## src/rtl/dram_req_arbiter.sv

```systemverilog
// Arbitrates NPORT requesters onto the single DRAM controller user port, one whole transaction at a time.
// Define DRAM_ARB_FIXED_PRIO_EN for fixed priority (port 0 highest) instead of round-robin.
module dram_req_arbiter #(
    parameter int NPORT   = 3,
    parameter int TIMEOUT = 255
) (
    input  logic               clk,
    input  logic               rst_x,
    input  logic [NPORT-1:0]   req_rd,
    input  logic [NPORT-1:0]   req_wr,
    input  logic [NPORT*32-1:0] req_addr,
    input  logic [NPORT*32-1:0] req_wdata,
    input  logic [NPORT*3-1:0] req_ctrl,
    output logic [NPORT-1:0]   rsp_ack,
    output logic [31:0]        rsp_data,
    output logic               m_rd_en,
    output logic               m_wr_en,
    output logic [31:0]        m_addr,
    output logic [31:0]        m_wdata,
    output logic [2:0]         m_ctrl,
    input  logic [31:0]        m_rdata,
    input  logic               m_busy,
    input  logic               m_init_done,
    output logic [1:0]         grant_id,
    output logic               busy_timeout
);

    localparam int CW = (TIMEOUT > 2) ? $clog2(TIMEOUT) : 1;
    localparam logic [NPORT-1:0] ACK_ONE = NPORT'(1);

    typedef enum logic [1:0] {
        IDLE,
        ISSUE,
        WAIT,
        ACK
    } state_t;

    state_t          state;
    logic            op_rd;
    logic [CW-1:0]   wait_cnt;
    logic [NPORT-1:0] req_any;
    logic            sel_valid;
    logic [1:0]      sel_port;
    logic [31:0]     addr_arr  [NPORT];
    logic [31:0]     wdata_arr [NPORT];
    logic [2:0]      ctrl_arr  [NPORT];

    assign req_any = req_rd | req_wr;

    for (genvar p = 0; p < NPORT; p++) begin : g_unpack
        assign addr_arr[p]  = req_addr[32*p +: 32];
        assign wdata_arr[p] = req_wdata[32*p +: 32];
        assign ctrl_arr[p]  = req_ctrl[3*p +: 3];
    end

`ifdef DRAM_ARB_FIXED_PRIO_EN
    // Descending scan so the lowest-numbered requester is the last (winning) assignment.
    always_comb begin
        sel_valid = 1'b0;
        sel_port  = 2'd0;
        for (int i = NPORT - 1; i >= 0; i--) begin
            if (req_any[i]) begin
                sel_valid = 1'b1;
                sel_port  = 2'(i);
            end
        end
    end
`else
    logic [1:0] rr_ptr;
    logic [2:0] idx;

    // Scan offsets from the far end so the port nearest rr_ptr wins.
    // NOTE: every always_comb output gets a default first; a missed path would infer a latch.
    always_comb begin
        sel_valid = 1'b0;
        sel_port  = 2'd0;
        idx       = 3'd0;
        for (int i = NPORT - 1; i >= 0; i--) begin
            idx = 3'(rr_ptr) + 3'(i);
            if (idx >= 3'(NPORT)) idx = idx - 3'(NPORT);
            if (req_any[idx]) begin
                sel_valid = 1'b1;
                sel_port  = idx[1:0];
            end
        end
    end
`endif

    // NOTE: sequential state uses non-blocking assignments so every flop samples pre-edge values.
    always_ff @(posedge clk or negedge rst_x) begin
        if (!rst_x) begin
            state        <= IDLE;
            op_rd        <= 1'b0;
            wait_cnt     <= '0;
            rsp_ack      <= '0;
            rsp_data     <= '0;
            m_rd_en      <= 1'b0;
            m_wr_en      <= 1'b0;
            m_addr       <= '0;
            m_wdata      <= '0;
            m_ctrl       <= '0;
            grant_id     <= '0;
            busy_timeout <= 1'b0;
`ifndef DRAM_ARB_FIXED_PRIO_EN
            rr_ptr       <= '0;
`endif
        end else begin
            case (state)
                IDLE: begin
                    rsp_ack <= '0;
                    if (m_init_done && sel_valid) begin
                        grant_id <= sel_port;
                        m_addr   <= addr_arr[sel_port];
                        m_wdata  <= wdata_arr[sel_port];
                        m_ctrl   <= ctrl_arr[sel_port];
                        op_rd    <= req_rd[sel_port];
                        // A refresh already in progress keeps the enable low until busy drops.
                        m_rd_en  <= req_rd[sel_port] & ~m_busy;
                        m_wr_en  <= ~req_rd[sel_port] & ~m_busy;
                        wait_cnt <= '0;
                        state    <= ISSUE;
                    end
                end
                ISSUE: begin
                    if (m_rd_en || m_wr_en) begin
                        if (m_busy) begin
                            m_rd_en <= 1'b0;
                            m_wr_en <= 1'b0;
                            state   <= WAIT;
                        end else if (wait_cnt == CW'(TIMEOUT - 1)) begin
                            busy_timeout <= 1'b1;
                            m_rd_en      <= 1'b0;
                            m_wr_en      <= 1'b0;
                            state        <= IDLE;
                        end else begin
                            wait_cnt <= wait_cnt + 1'b1;
                        end
                    end else if (!m_busy) begin
                        m_rd_en <= op_rd;
                        m_wr_en <= ~op_rd;
                    end
                end
                WAIT: begin
                    if (!m_busy) begin
                        rsp_data <= op_rd ? m_rdata : 32'd0;
                        rsp_ack  <= ACK_ONE << grant_id;
                        state    <= ACK;
                    end
                end
                ACK: begin
                    rsp_ack <= '0;
`ifndef DRAM_ARB_FIXED_PRIO_EN
                    rr_ptr  <= (grant_id == 2'(NPORT - 1)) ? 2'd0 : grant_id + 2'd1;
`endif
                    state   <= IDLE;
                end
                default: state <= IDLE;
            endcase
        end
    end

endmodule

```

## config.mk

```make
export PLATFORM = sky130hd
export DESIGN_NAME = dram_req_arbiter
export DESIGN_NICKNAME = d
export VERILOG_FILES = /design/src/rtl/dram_req_arbiter.sv
export SDC_FILE = /design/constraint.sdc
export NUM_CORES = 1
export LEC_CHECK = 0
export ABC_CLOCK_PERIOD_IN_PS = 2430
export BUFFER_PORTS_ARGS = -buffer_cell sky130_fd_sc_hd__buf_4
export CAP_MARGIN = 20
export CORE_ASPECT_RATIO = 0.7
export CORE_UTILIZATION = 41
export DETAILED_ROUTE_END_ITERATION = 8
export PLACE_DENSITY_LB_ADDON = 0.08
export SLEW_MARGIN = 0
export SYNTH_ARGS = -nofsm -noshare
export SYNTH_HDL_FRONTEND = slang
export SYNTH_SLANG_ARGS = --single-unit
```

## constraint.sdc

```tcl
create_clock -name clk -period 2.43 [get_ports clk]
set_input_delay 0.486 -clock clk [delete_from_list [all_inputs] [get_ports clk]]
set_output_delay 0.486 -clock clk [all_outputs]
set_load 0.02 [all_outputs]
```

==> impl_summary.md <==
Outcome
The checks that failed: setup timing. The run finished, with violations left.

Clocking
Buffers inserted during clock tree synthesis total 17. After clock tree synthesis, the clock-pin slew on the worst setup and hold paths is 60 ps. The clock latency on the worst-skew pair is 400 ps. No sink is reached through more buffers than the 2 on the longest clock path.

The H-tree level count is 4. The TritonCTS clock tree is done. CTS placed an instance of clkbuf_16 at the clock tree root. CTS saw 120 sinks.

Job
Max-cap violations in this run came to 0.

Place
After detailed placement, the total cell area comes to 0.00961 mm^2. OpenSTA, run right after detailed placement, puts the worst setup slack at -108 ps. The final weighted congestion in routability-driven placement is 0.811.

The final HPWL from detailed placement is 15,500 um. The quantity of I/O buffers inserted on ports is 349.

GRT
The maximum number of pins on one net before global-route repair is 66. The first global-routing pass estimated 31,100 um of wire. The number of antenna violations at the first check in global routing came to 0. Summed over all layers, the global routing overflow is 0. The total track usage is 24.2%.

The number of global-route vias before repair is 5,904.

Worst setup path
The critical path start-end classification is reg -> reg. The kind of end point of the critical path is a flip-flop. For the worst setup path, the data required time is 2710 ps. The startpoint type of the worst setup path is a flip-flop.

Of all nets on the critical path, the largest fanout is 17. Data on the critical path arrives at its endpoint at 2760 ps.

Synth
Synthesis inferred 120 register bits. The synthesized netlist devotes 1.72% of its cell area to adder and majority cells. The number of flops mapped to enable cells by yosys is 0. The Yosys step of the flow raised 0 warnings. After Yosys synthesis, and, or, nand and nor cells account for 14.7% of the synthesized area. The post-synthesis xor/xnor area fraction is 0%. The number of nets handed over by synthesis was 914. Among all flip-flop cells after synthesis, the most frequent one is dfrtp_1.

After technology mapping, the gate count stands at 662. The multiplexer share of the synthesized area is 22.8%. The share of synthesized area occupied by flip-flops and latches is 45.9%. In this run, distinct cell masters in the synthesized netlist total 46. The complex-gate fraction of the synthesized area is 10.7%. The async set or reset register ratio after synthesis is 100%. The synthesized area is 0.00654 mm^2. After synthesis, the largest family of logic cells by area is multiplexers. The synthesized area per cell is 9.87 um^2.

STA
The portion of the clock cycle consumed by the worst path in the final layout is 102%. The minimum clock period after layout is 2480 ps. The minimum setup slack in the final design is -51.0 ps.

The worst hold margin is 24.9 ps. The number of hold violations in the final report came to 0. The highest achievable clock rate is 403 MHz.

The relative slew slack is 70.4%. On the final layout, the worst clock skew is 12.4 ps. At the pin with the least slew margin, the transition time is 443 ps. Setup repair after global routing could not meet its margin everywhere.

The final setup violation count is 35. The max-slew violation total from the final report is 0.

Pwr
The total power divided by cell area is 1310 mW/mm^2. Summed over all cells, the static leakage comes to 0.00576 uW. The worst ir drop on vdd is 0.628 mV.

Final layout
After filler insertion, the fill cell instance count of the layout stands at 1,282. After the last flow step, the layout net total stands at 1,281. From synthesis to final layout, the design area changed by 60.9%.

The repair_antennas step left the layout with diodes totalling 0. After routing the design area is 0.0105 mm^2. The fraction of final layout cells with drive strength greater than 1 is 50.0%.

Die
Measured along the y axis, the die boundary spans 108 um. For this configuration, the core starts out at a cell density of 42.0%. In this run the core area contains 38 standard-cell rows. The I/O pin count is 350. The die covers 0.0165 mm^2. In this run the standard cell core region covers 0.0155 mm^2. The horizontal die dimension is 153 um.

Detailed routing
Dividing the detail-routed wire length by the instance count gives 16.4 um. The wire length after detailed routing is 20,400 um. The post-detailed-route via-to-cell ratio is 4.92. The via total after detailed routing is 6,116. Before antenna repair, the detailed router went through 4 iterations. The DRC violation count after routing is 0.

The first-iteration detailed-routing DRC count is 291. The residual antenna-violating net count after detailed routing is 0.

Min path
The worst hold-check path type is in -> async.
## placed cells by master, fill, tap and decap left out, types with 4 or more instances in the layout
cell type / count
ha_1: 7
nand2_1: 150
o21ai_1: 55
inv_1: 7
nor2_1: 16
buf_12: 11
buf_4: 377
clkinvlp_4: 4
mux2i_1: 69
clkbuf_16: 18
nand3_1: 37
mux2_4: 25
o21ai_0: 25
dfrtp_1: 120
a22o_1: 5
mux2_2: 44
nand2b_1: 4
## per-stage QoR
stage               utilization, %  TNS (ps)  instances  power, uW
floorplan                        -      -244        662       7710
global placement              61.8      -584       1203      10500
detailed placement            61.8     -4050       1203      10600
CTS                           66.2      -122       1238      13300
global route                  67.7     -6790       1242      14600
finish                        67.7      -623       1242      13700
## power by group
group,switching (uW),internal (uW),total (uW)
Clock,944,1650,2600
Sequential,486,2830,3310
Combinational,3960,3870,7820
Total,5390,8340,13700
## final timing paths
path                               from           end  slack, ps  cells after the start
min reg2reg                rsp_data[20]  rsp_data[20]        470                      2
max in group asynchronous         rst_x    m_addr[26]       1690                      2
max reg2reg                   rr_ptr[0]   m_wdata[30]        -50                      9
min                               rst_x    m_wdata[3]         20                      1
min in group clk            m_rdata[31]  rsp_data[31]        300                      3
max                           rr_ptr[0]   m_wdata[30]        -50                      9
## kinds of logic after synthesis
kind of cell,Yosys count
AO/OA/AOI/OAI,111
flip-flops,120
multiplexers,140
buffers and inverters,55
adder cells (fa/ha/maj),9
AND/OR/NAND/NOR,227
## per-layer routing
layer | global-route usage, % | wire length [um] | part of all wire, %
met2 | 41.2 | 10100 | 49
met3 | 7.33 | 1400 | 6.8
met1 | 30.3 | 8760 | 43
met5 | 0 | 0 | 0
met4 | 5.63 | 154 | 0.76
## critical path: stages, from the launching register on
cell	delay, ps
dfrtp_1	420
ha_2	230
nor3b_4	160
o32a_1	360
a22oi_2	260
buf_12	200
buf_12	160
mux2_2	340
mux2i_1	160
o21ai_1	80
## registers in the layout, indices dropped and copies added, names as in the netlist, 2 cells and up, named ones only
signal / count
rsp_ack: 3
rr_ptr: 2
m_addr: 32
m_ctrl: 3
wait_cnt: 8
rsp_data: 32
grant_id: 2
m_wdata: 32
## what timing repair did
| item | 4_1_cts | 5_1_grt |
|---|---|---|
| buffers inserted | 3 | 4 |
| gates cloned | 0 | 1 |
| resized for setup | 8 | 51 |
| pin swaps | 2 | 4 |
| endpoints found under the setup margin | 74 | 80 |
| hold buffers | 0 | 0 |
## cell type report
| cell class | count | area (um^2) | area share, % |
|---|---|---|---|
| clock buffers | 19 | 443 | 4.21 |
| clock inverters | 13 | 169 | 1.61 |
| inverters | 9 | 33.8 | 0.321 |
| multi-input cells | 487 | 3470 | 32.9 |
| flip-flops and latches | 120 | 3000 | 28.5 |
| well taps | 200 | 250 | 2.38 |
| repair buffers | 394 | 3160 | 30.0 |
## synth_stat cells (all sizes together), types with 9 or more instances
| master | count | area share [%] |
|---|---|---|
| nand3 | 37 | 2.8 |
| mux2 | 69 | 12 |
| buf | 34 | 3.0 |
| dfrtp | 120 | 46 |
| ha | 9 | 1.7 |
| clkbuf | 12 | 0.69 |
| nand2 | 150 | 8.6 |
| nor2 | 16 | 0.92 |
| inv | 9 | 0.52 |
| mux2i | 71 | 11 |
| o21ai | 80 | 6.1 |
Note: power is estimated with default switching activity, not from simulation.
